--- src/rtl/serial_add_sub.sv ---
// -----------------------------------------------------------------------------
// serial_add_sub
// Bit-serial adder/subtractor. Operands are shifted out LSB first and one
// full-add step is done per clock on a single registered carry. A result of
// WIDTH bits is committed WIDTH cycles after the start request is accepted.
// Subtraction is done as a + ~b + ~borrow_in, so carry_out is the not-borrow
// flag.
//
// Ports:
//   clk        - clock, all state changes on the rising edge
//   rst        - synchronous active-high reset
//   start      - request a new operation (only looked at while idle)
//   mode       - 0 = add, 1 = subtract
//   a, b       - operands, captured on the accepting edge
//   carry_in   - carry-in (add) or borrow-in (subtract)
//   busy       - high while an operation is in progress
//   done       - one-cycle pulse when a result is committed
//   sum        - registered result, held until the next commit
//   carry_out  - carry out of the MSB (not-borrow for subtract)
//   overflow   - two's-complement overflow of the committed operation
// -----------------------------------------------------------------------------
module serial_add_sub #(
    parameter int WIDTH = 8
) (
    input  logic             clk,
    input  logic             rst,
    input  logic             start,
    input  logic             mode,
    input  logic [WIDTH-1:0] a,
    input  logic [WIDTH-1:0] b,
    input  logic             carry_in,
    output logic             busy,
    output logic             done,
    output logic [WIDTH-1:0] sum,
    output logic             carry_out,
    output logic             overflow
);

    localparam int CW = (WIDTH > 1) ? $clog2(WIDTH) : 1;
    localparam logic [CW-1:0] LAST_BIT = CW'(WIDTH - 1);

    typedef enum logic {
        IDLE = 1'b0,
        RUN  = 1'b1
    } state_t;

    state_t           state_q, state_d;
    logic [WIDTH-1:0] aShift_q, aShift_d;
    logic [WIDTH-1:0] bShift_q, bShift_d;
    logic [WIDTH-1:0] partial_q, partial_d;
    logic [WIDTH-1:0] sum_q, sum_d;
    logic [CW-1:0]    bitCnt_q, bitCnt_d;
    logic             carry_q, carry_d;
    logic             carryOut_q, carryOut_d;
    logic             overflow_q, overflow_d;
    logic             done_q, done_d;

    logic             stepSum;
    logic             stepCarry;
    logic             lastStep;

    // State and datapath registers; reset clears everything and abandons any
    // operation in flight.
    always_ff @(posedge clk) begin
        if (rst) begin
            state_q    <= IDLE;
            aShift_q   <= '0;
            bShift_q   <= '0;
            partial_q  <= '0;
            sum_q      <= '0;
            bitCnt_q   <= '0;
            carry_q    <= 1'b0;
            carryOut_q <= 1'b0;
            overflow_q <= 1'b0;
            done_q     <= 1'b0;
        end else begin
            state_q    <= state_d;
            aShift_q   <= aShift_d;
            bShift_q   <= bShift_d;
            partial_q  <= partial_d;
            sum_q      <= sum_d;
            bitCnt_q   <= bitCnt_d;
            carry_q    <= carry_d;
            carryOut_q <= carryOut_d;
            overflow_q <= overflow_d;
            done_q     <= done_d;
        end
    end

    // One full-add step on the current low bits and the registered carry.
    always_comb begin
        stepSum   = aShift_q[0] ^ bShift_q[0] ^ carry_q;
        stepCarry = (aShift_q[0] & bShift_q[0]) |
                    (aShift_q[0] & carry_q)     |
                    (bShift_q[0] & carry_q);
        lastStep  = (bitCnt_q == LAST_BIT);
    end

    // Next-state logic: accept a request while idle, run WIDTH steps, return.
    always_comb begin
        state_d = state_q;
        case (state_q)
            IDLE:    if (start) state_d = RUN;
            RUN:     if (lastStep) state_d = IDLE;
            default: state_d = IDLE;
        endcase
    end

    // Datapath next values. Subtraction inverts b and the borrow at capture
    // time so the step logic is a plain full adder. On the last step the
    // registered carry is the carry into the MSB, so overflow is formed from
    // it and the carry leaving the MSB on the same edge.
    always_comb begin
        aShift_d   = aShift_q;
        bShift_d   = bShift_q;
        partial_d  = partial_q;
        sum_d      = sum_q;
        bitCnt_d   = bitCnt_q;
        carry_d    = carry_q;
        carryOut_d = carryOut_q;
        overflow_d = overflow_q;
        done_d     = 1'b0;
        case (state_q)
            IDLE: begin
                if (start) begin
                    aShift_d  = a;
                    bShift_d  = mode ? ~b : b;
                    carry_d   = mode ? ~carry_in : carry_in;
                    partial_d = '0;
                    bitCnt_d  = '0;
                end
            end
            RUN: begin
                partial_d = {stepSum, partial_q[WIDTH-1:1]};
                aShift_d  = aShift_q >> 1;
                bShift_d  = bShift_q >> 1;
                carry_d   = stepCarry;
                bitCnt_d  = bitCnt_q + CW'(1);
                if (lastStep) begin
                    sum_d      = {stepSum, partial_q[WIDTH-1:1]};
                    carryOut_d = stepCarry;
                    overflow_d = carry_q ^ stepCarry;
                    done_d     = 1'b1;
                end
            end
            default: ;
        endcase
    end

    // Outputs; busy follows the state so it can never overlap the done pulse.
    always_comb begin
        busy      = (state_q == RUN);
        done      = done_q;
        sum       = sum_q;
        carry_out = carryOut_q;
        overflow  = overflow_q;
    end

endmodule

--- config.mk ---
export PLATFORM = sky130hd
export DESIGN_NAME = serial_add_sub
export DESIGN_NICKNAME = d
export VERILOG_FILES = /design/src/rtl/serial_add_sub.sv
export SDC_FILE = /design/constraint.sdc
export NUM_CORES = 1
export LEC_CHECK = 0
export CORE_MARGIN = 10
export CORE_UTILIZATION = 31
export DETAILED_ROUTE_END_ITERATION = 16
export GPL_ROUTABILITY_DRIVEN = 0
export PLACE_DENSITY_LB_ADDON = 0.08
export SETUP_SLACK_MARGIN = 0.2
export SYNTH_ARGS = -nofsm -noshare
export SYNTH_HDL_FRONTEND = slang
export SYNTH_SLANG_ARGS = --single-unit
--- constraint.sdc ---
create_clock -name clk -period 1.7 [get_ports clk]
set_clock_uncertainty 0.1 [all_clocks]
set_input_delay 0.34 -clock clk [delete_from_list [all_inputs] [get_ports clk]]
set_output_delay 0.34 -clock clk [all_outputs]
set_load 0.02 [all_outputs]
==> results.py, run 1 <==
metrics = {
    "sta": {
        "tns_ns": 0,
        "fmax_mhz": 692,
        "min_period_over_period": 0.850,
        "min_period_ns": 1.45,
        "maxSlewHeadroom": 0.822,
        "drv_slew": 0,
        "worst_slack_ns": 0.255,
        "finalSetupViolations": 0,
        "rsz0062_at_grt": "false",
        "worst_pin_slew_ns": 0.266,
        "finalHoldViolations": 0,
    },
    "cts": {
        "clk_latency_ns": 0.29,
        "cts_buffers": 5,
        "hold_buffers": 0,
        "cts_sinks": 39,
        "postCtsSetupBuffers": 0,
        "cts_root_buf": "clkbuf_8",
        "cts.clk_slew.worst_paths_ns": 0.08,
        "cts_buffer_depth": 2,
        "cts_tree": "done",
        "htree_num_levels": 2,
    },
    "logic_synthesis": {
        "ys_seq_elements": 39,
        "mappedNetlistNets": 210,
        "ys_seq_area_frac": 0.431,
        "yosysWarnings": 0,
        "ys_types": 25,
        "yosysTopAreaCell": "dfxtp_1",
        "syn_area_um2": 1810,
        "synthTopCellsByArea": "dfxtp_1 43%, a21oi_1 5.8%, or3b_1 5.3%",
        "syn_area_per_cell_um2": 9.73,
        "synth_cells": 186,
        "synth_top_area_frac": 0.431,
    },
    "pwr": {
        "pwr-share-clk": 0.394,
        "sw_frac_of_total": 0.237,
        "p_int_mw": 1.57,
        "power_density_nw_per_um2": 872,
        "combPwrFrac": 0.129,
        "power_frac_seq": 0.477,
        "p_leak_nw": 0.896,
        "peakVddDrop_uv": 554,
        "p_switching_mw": 0.488,
    },
    "layout": {
        "final_core_util": 0.423,
        "final_common_cell": "dfxtp_1",
        "layout.cells.non_filler": 294,
        "final_layout_size_suffix_gt1_frac": 0.135,
        "n_fill_cell": 550,
        "design_area_um2": 2360,
        "layout_common_cells": "38 x dfxtp_1, 21 x a21oi_1, 18 x nand2_1, 18 x clkdlybuf4s50_1, 13 x buf_4",
        "synthToLayoutAreaGrowth_pct": 30.2,
        "fin_nets": 245,
        "n_antenna_cell": 0,
    },
    "job": {
        "timing.max_cap.violations": 0,
    },
    "worst_setup_path": {
        "worstPathRequired_ns": 1.81,
        "startpoint_type": "register",
        "worstSetupEndpointType": "register",
        "cp_top_family": "adder cells",
        "max_stage_delay_ns": 0.50,
        "worstPathArrival_ns": 1.55,
        "crit_chain": "fa_1 > xnor2_1 > a311oi_1",
        "cp_max_fo": 3,
        "slowest_stage": "fa_1",
        "criticalPathCategory": "register to register",
        "path_buf_inv": 0,
    },
    "grt": {
        "grt_pass1_vias": 1486,
        "grt_overflow": 0,
        "antenna_found_initial": 0,
        "grt_pass1_wl_um": 7110,
        "grt_usage": 0.0959,
        "grt_max_degree": 54,
    },
    "hold_path": {
        "hold_class": "register to register",
    },
    "floorplanning": {
        "die_h_um": 96.4,
        "die_x_um": 96.4,
        "core-area_um2": 5570,
        "start_util": 0.325,
        "dieArea_um2": 9300,
        "io_pins": 33,
        "rows": 27,
    },
    "routing": {
        "wl_per_cell_um": 14.4,
        "num_vias": 1460,
        "first_iter_violations": 19,
        "firstDrtPassIters": 4,
        "vias_per_cell": 4.97,
        "route.detailed.drc": 0,
        "ant_nets": 0,
        "wirelength_um": 4240,
    },
    "placement": {
        "portBuffers": 32,
        "dp.cells": 286,
        "post-place-ws_ns": -0.144,
        "dpl.hpwl_um": 3030,
        "place_area_um2": 2250,
    },
    "status": {
        "status": "completed",
    },
}
## per-stage QoR
| stage | hold slack (ns) | power (mW) |
|---|---|---|
| 2_1_floorplan | 0.338 | 1.16 |
| 3_3_place_gp | 0.360 | 1.26 |
| 3_5_place_dp | 0.360 | 1.27 |
| 4_1_cts | 0.378 | 2.08 |
| 5_1_grt | 0.404 | 2.15 |
| 6_report | 0.373 | 2.06 |
## state kept, by name, indices dropped and copies added (netlist names)
name       flops
aShift_q       8
carry_q        1
sum            8
bShift_q       8
overflow       1
bitCnt_q       3
carry_out      1
done           1
partial_q      7
busy           1
## layer usage
metal / routed length [um] / up-vias / global-route usage / share of wire
li1: - / 734 / - / -
met5: 0 / - / 0 / 0
met4: 46 / 0 / 0.0363 / 0.011
met2: 1980 / 28 / 0.147 / 0.47
met1: 1930 / 694 / 0.122 / 0.45
met3: 282 / 4 / 0.0332 / 0.067
## cells by family after synthesis
kind of cell,synth area share
adder cells (fa/ha/maj),0.0249
multiplexers,0.0442
AO/OA/AOI/OAI,0.189
buffers and inverters,0.0615
XOR/XNOR,0.0484
flip-flops,0.431
AND/OR/NAND/NOR,0.201
## repair_timing
action / CTS / global route
cloned: 0 / 0
gates resized for setup: 14 / 4
endpoints found under the setup margin: 23 / 9
## worst paths after layout
check / from / end / slack [ns] / cells past startpoint
setup reg to reg: aShift_q[0]$_SDFFE_PP0P_ / overflow$_SDFFE_PP0P_ / 0.25 / 3
setup / recovery: aShift_q[0]$_SDFFE_PP0P_ / overflow$_SDFFE_PP0P_ / 0.25 / 3
hold reg to reg: partial_q[6]$_SDFFE_PP0P_ / partial_q[5]$_SDFFE_PP0P_ / 0.37 / 2
hold / removal: partial_q[6]$_SDFFE_PP0P_ / partial_q[5]$_SDFFE_PP0P_ / 0.37 / 2
## synthesized netlist by cell type
master and number:
dfxtp_1 39, a21oi_1 21, nand2_1 18, or3b_1 11
xnor2_1 10, nand3_1 9, buf_2 8, mux2i_1 8
o221ai_1 8, or4b_1 8, a211oi_1 7, a21bo_1 7
nor2b_1 7, clkbuf_1 6, buf_4 3, nand2b_1 3
a21bo_2 2, buf_6 2, ha_1 2, nor2_1 2
a2111oi_2 1, a311oi_1 1, fa_1 1, inv_1 1
nor3_1 1
## power by group through the flow
stage / Sequential (mW) / Clock [mW] / Combinational [mW]
detailed placement: 1.00 / 0 / 0.267
finish: 0.982 / 0.809 / 0.265
global route: 0.988 / 0.868 / 0.295
CTS: 0.982 / 0.827 / 0.269
global placement: 1.00 / 0 / 0.262
floorplan: 0.997 / 0 / 0.167
## area by class of cell
class                   count  area [um2]  area share
multi-input cells         127         923       0.392
repair buffers             47         440       0.187
flip-flops and latches     39         782       0.332
inverters                   1        3.75     0.00159
clock inverters             2        35.0      0.0149
clock buffers               6        82.6      0.0350
well taps                  72        90.1      0.0382
## tightest hold or removal path: stages (launching register included)
cell and delay, ns:
dfxtp_1 0.33, nand2_1 0.06, a21oi_1 0.05
(Power assumes the default switching activity.)
==> run 2: changes to the inputs <==
--- a/config.mk
+++ b/config.mk
@@ -5,12 +5,14 @@
 export SDC_FILE = /design/constraint.sdc
 export NUM_CORES = 1
 export LEC_CHECK = 0
+export CORE_ASPECT_RATIO = 0.7
 export CORE_MARGIN = 10
-export CORE_UTILIZATION = 31
+export CORE_UTILIZATION = 33
 export DETAILED_ROUTE_END_ITERATION = 16
 export GPL_ROUTABILITY_DRIVEN = 0
 export PLACE_DENSITY_LB_ADDON = 0.08
 export SETUP_SLACK_MARGIN = 0.2
+export SKIP_CTS_REPAIR_TIMING = 1
 export SYNTH_ARGS = -nofsm -noshare
 export SYNTH_HDL_FRONTEND = slang
 export SYNTH_SLANG_ARGS = --single-unit
==> run 2 against run 1 <==
Against the previous run: die area is 4.3% lower; cell area grew 0.16%; register-to-register slack better by 0.06 ns; critical path depth is 2 lower; flip-flop and latch count is the same; total power fell by 10%; combinational power hardly changed; non-clock buffer count is 3 lower; clock power shrank 26%; clock-buffer cell count rose by 1; fmax is 1.1% higher; first-iteration DRC count is 21% higher; largest cell class unchanged; highest routed layer unchanged.
==> results.py, run 2 (same netlist as run 1, synthesis figures left out) <==
metrics = {
    "status": {
        "status": "completed",
    },
    "routing": {
        "ant_nets": 0,
        "wirelength_um": 3960,
        "first_iter_violations": 23,
        "firstDrtPassIters": 4,
        "num_vias": 1451,
        "vias_per_cell": 4.99,
        "wl_per_cell_um": 13.6,
        "route.detailed.drc": 0,
    },
    "cts": {
        "cts_tree": "done",
        "cts.clk_slew.worst_paths_ns": 0.07,
        "cts_buffer_depth": 2,
        "cts_root_buf": "clkbuf_8",
        "clk_latency_ns": 0.29,
        "cts_sinks": 39,
        "htree_num_levels": 2,
        "cts_buffers": 5,
    },
    "pwr": {
        "p_int_mw": 1.38,
        "p_leak_nw": 1.04,
        "p_switching_mw": 0.466,
        "report.power.total_mw": 1.85,
        "power_frac_seq": 0.534,
        "pwr-share-clk": 0.325,
        "combPwrFrac": 0.142,
        "sw_frac_of_total": 0.252,
        "peakVddDrop_uv": 281,
        "power_density_nw_per_um2": 783,
    },
    "hold_path": {
        "hold_class": "register to register",
        "worstHoldPathCells": 2,
    },
    "placement": {
        "post-place-ws_ns": -0.104,
        "dpl.hpwl_um": 2800,
        "dp.cells": 283,
        "place_area_um2": 2220,
        "portBuffers": 32,
    },
    "sta": {
        "drv_slew": 0,
        "min_period_over_period": 0.841,
        "tns_ns": 0,
        "finalSetupViolations": 0,
        "fmax_mhz": 699,
        "worst_pin_slew_ns": 0.245,
        "min_period_ns": 1.43,
        "worst_slack_ns": 0.270,
        "whs_ns": 0.368,
        "rsz0062_at_grt": "false",
        "maxSlewHeadroom": 0.837,
        "finalHoldViolations": 0,
    },
    "worst_setup_path": {
        "worstPathArrival_ns": 0.99,
        "ff2ff_path_depth": 3,
        "criticalPathCategory": "register to output pin",
        "startpoint_type": "register",
        "max_stage_delay_ns": 0.44,
        "crit_cells": 1,
        "cp_top_family": "flip-flops",
        "worstPathRequired_ns": 1.26,
        "slowest_stage": "dfxtp_4",
        "worstSetupEndpointType": "output pin",
        "cp_max_fo": 16,
        "crit_chain": "dlymetal6s2s_1",
        "path_buf_inv": 1,
    },
    "grt": {
        "grt_pass1_wl_um": 7090,
        "grt_overflow": 0,
        "grtUsageMet1": 0.119,
        "grt-busiest-layer": "met2",
        "antenna_found_initial": 0,
        "grt_usage": 0.0978,
        "grt_max_degree": 32,
        "grtUsageMet2": 0.160,
        "grt_pass1_vias": 1453,
        "grt_util_met3": 0.0289,
    },
    "layout": {
        "layout.cells.non_filler": 291,
        "layout_common_cells": "38 x dfxtp_1, 21 x a21oi_1, 18 x nand2_1, 18 x clkdlybuf4s50_1, 14 x dlymetal6s2s_1",
        "final_core_util": 0.447,
        "final_common_cell": "dfxtp_1",
        "synthToLayoutAreaGrowth_pct": 30.4,
        "design_area_um2": 2360,
        "fin_nets": 242,
        "final_layout_size_suffix_gt1_frac": 0.114,
        "n_antenna_cell": 0,
    },
    "floorplanning": {
        "core-area_um2": 5290,
        "rows": 22,
        "io_pins": 33,
        "start_util": 0.343,
        "dieArea_um2": 8900,
        "die_h_um": 82.0,
        "die_x_um": 109,
    },
    "job": {
        "timing.max_cap.violations": 0,
    },
}
## run 2: cell types whose count changed in the layout (fill, tap and decap cells not counted), moves of 2 or more
cell,before,now
dlymetal6s2s_1,1,14
dlygate4sd2_1,12,0
buf_4,13,9
buf_6,0,2
clkbuf_1,0,2
## run 2: final timing paths
path                              from                   endpoint  slack [ns]
max                    busy$_SDFF_PP0_                       busy        0.27
min          partial_q[6]$_SDFFE_PP0P_  partial_q[5]$_SDFFE_PP0P_        0.37
max reg2reg            busy$_SDFF_PP0_   bShift_q[0]$_SDFFE_PP0P_        0.31
min reg2reg  partial_q[6]$_SDFFE_PP0P_  partial_q[5]$_SDFFE_PP0P_        0.37
## run 2: power groups by stage
stage	Combinational, mW	Sequential (mW)	Clock, mW
final	0.262	0.987	0.600
after global routing	0.293	0.994	0.664
after CTS	0.262	0.986	0.624
after detailed placement	0.260	1.01	0
after global placement	0.252	1.01	0
after floorplan	0.167	0.997	0
## run 2: worst register-to-register path, delay by kind of cell, from the launching register on
family / cells / cell delay (ns)
flip-flops: 1 / 0.40
AO/OA/AOI/OAI: 1 / 0.09
buffers and inverters: 1 / 0.19
AND/OR/NAND/NOR: 1 / 0.54
## run 2: routing by layer
| layer | part of all wire | routed length [um] |
|---|---|---|
| met5 | 0 | 0 |
| met3 | 0.030 | 119 |
| met2 | 0.47 | 1880 |
| met1 | 0.48 | 1890 |
| met4 | 0.018 | 73 |
## run 2: layout make-up
type	count	area, um2
clock buffer	7	76.3
clock inverter	1	5.00
fill	535	2920
inverter	1	3.75
multi-input combinational	127	936
sequential	39	785
tap	72	90.1
timing repair buffer	44	465
==> run 3: changes to the inputs <==
==> constraint.sdc (replaced) <==
create_clock -name clk -period 1.5 [get_ports clk]
set_clock_uncertainty 0.1 [all_clocks]
set_input_delay 0.3 -clock clk [delete_from_list [all_inputs] [get_ports clk]]
set_output_delay 0.3 -clock clk [all_outputs]
set_load 0.02 [all_outputs]
==> run 3 against run 2 <==
Against the previous run: total power increased by 29%; flip-flop and latch count is the same; die area is the same; routed wire length grew 15%; sequential power rose by 13%; register-to-register slack worse by 0.17 ns; combinational power grew 37%; via count grew 4.9%; hold slack lost 0.046 ns; final cell count up 4.5%; cell area is 11% higher; clock power increased by 53%; critical endpoint is now bShift_q[1]$_SDFFE_PP0P_; largest power group unchanged; highest routed layer unchanged.
==> results.py, run 3 (same netlist as run 1, synthesis figures left out) <==
metrics = {
    "floorplanning": {
        "dieArea_um2": 8900,
        "start_util": 0.343,
        "die_x_um": 109,
        "core-area_um2": 5290,
        "die_h_um": 82.0,
        "rows": 22,
        "io_pins": 33,
    },
    "routing": {
        "ant_nets": 0,
        "firstDrtPassIters": 4,
        "first_iter_violations": 40,
        "wl_per_cell_um": 15.0,
        "route.detailed.drc": 0,
        "num_vias": 1522,
        "wirelength_um": 4550,
        "vias_per_cell": 5.01,
    },
    "sta": {
        "worst_pin_slew_ns": 0.253,
        "finalHoldViolations": 0,
        "worst_slack_ns": 0.139,
        "min_period_ns": 1.36,
        "min_period_over_period": 0.907,
        "tns_ns": 0,
        "maxSlewHeadroom": 0.831,
        "drv_slew": 0,
        "rsz0062_at_grt": "true",
        "fmax_mhz": 735,
        "finalSetupViolations": 0,
    },
    "grt": {
        "antenna_found_initial": 0,
        "grt_overflow": 0,
        "grt_pass1_wl_um": 6750,
        "grt_usage": 0.0937,
        "grt_max_degree": 56,
        "grt_pass1_vias": 1453,
    },
    "worst_setup_path": {
        "ff2ff_path_depth": 3,
        "worstPathRequired_ns": 1.60,
        "criticalPathCategory": "register to register",
        "reg2reg_to": "bShift_q[1]$_SDFFE_PP0P_",
        "endpoint": "bShift_q[1]$_SDFFE_PP0P_",
        "worstSetupEndpointType": "register",
        "r2r-start": "busy$_SDFF_PP0_",
        "critPathLaunch": "busy$_SDFF_PP0_",
        "rrSetupSlack_ns": 0.14,
        "startpoint_type": "register",
        "worstPathArrival_ns": 1.46,
        "cp_max_fo": 9,
    },
    "placement": {
        "dpl.hpwl_um": 2710,
        "post-place-ws_ns": -0.246,
        "portBuffers": 32,
    },
    "hold_path": {
        "hold_class": "input pin to register",
    },
    "layout": {
        "final_common_cell": "dfxtp_1",
        "n_antenna_cell": 0,
        "fin_nets": 255,
        "final_layout_size_suffix_gt1_frac": 0.237,
        "layout_common_cells": "35 x dfxtp_1, 18 x nand2_1, 18 x clkdlybuf4s50_1, 16 x a21oi_1, 14 x buf_4",
        "synthToLayoutAreaGrowth_pct": 44.2,
    },
    "job": {
        "timing.max_cap.violations": 0,
    },
    "cts": {
        "cts_buffers": 5,
        "cts_root_buf": "clkbuf_8",
        "clk_latency_ns": 0.29,
        "cts.clk_slew.worst_paths_ns": 0.08,
        "cts_tree": "done",
        "cts_buffer_depth": 2,
        "htree_num_levels": 2,
        "cts_sinks": 39,
    },
    "pwr": {
        "power_density_nw_per_um2": 915,
        "peakVddDrop_uv": 568,
        "p_leak_nw": 1.10,
    },
    "status": {
        "status": "completed",
    },
}
==> run 3: layout make-up <==
cell class / count / area (um2)
fillers: 505 / 2680
multi-input cells: 127 / 983
flip-flops and latches: 39 / 788
repair buffers: 57 / 627
well taps: 72 / 90.1
clock buffers: 6 / 82.6
clock inverters: 2 / 35.0
inverters: 1 / 3.75
==> run 3: where the power goes <==
| group | leakage (nW) | switching (mW) | internal (mW) |
|---|---|---|---|
| combinational | 0.717 | 0.162 | 0.198 |
| sequential | 0.320 | 0.0320 | 1.08 |
| clock | 0.0612 | 0.376 | 0.539 |
==> run 3: through the flow <==
stage	cells	power, mW	hold WS, ns	utilization	area, um2
after detailed placement	285	1.45	0.359	0.428	2260
after floorplan	186	1.32	0.338	-	1820
after CTS	293	2.36	0.366	0.450	2380
after global placement	285	1.44	0.355	0.428	2260
final	304	2.39	0.323	0.494	2610
after global routing	304	2.50	0.353	0.494	2610
==> run 3: critical path, stage by stage, from the launching register on <==
cell	delay (ns)
dfxtp_4	0.38
buf_12	0.13
or3b_4	0.45
o221ai_1	0.21
==> run 3: worst min-delay path by stage <==
stage / from / endpoint / slack (ns) / cells past startpoint
floorplan: partial_q[1]$_SDFFE_PP0P_ / sum[0]$_SDFFE_PP0P_ / 0.34 / 2
global placement: partial_q[6]$_SDFFE_PP0P_ / partial_q[5]$_SDFFE_PP0P_ / 0.36 / 2
detailed placement: partial_q[3]$_SDFFE_PP0P_ / partial_q[2]$_SDFFE_PP0P_ / 0.36 / 2
CTS: partial_q[5]$_SDFFE_PP0P_ / partial_q[4]$_SDFFE_PP0P_ / 0.37 / 2
global route: start / bShift_q[7]$_SDFFE_PP0P_ / 0.35 / 3
finish: start / bShift_q[7]$_SDFFE_PP0P_ / 0.32 / 3
==> run 3: metal layers <==
layer	GRT usage	wire [um]	up-vias
met4	0.0486	69	0
met1	0.114	2240	730
met2	0.151	2090	25
li1	-	-	760
met3	0.0250	146	7
met5	0	0	-
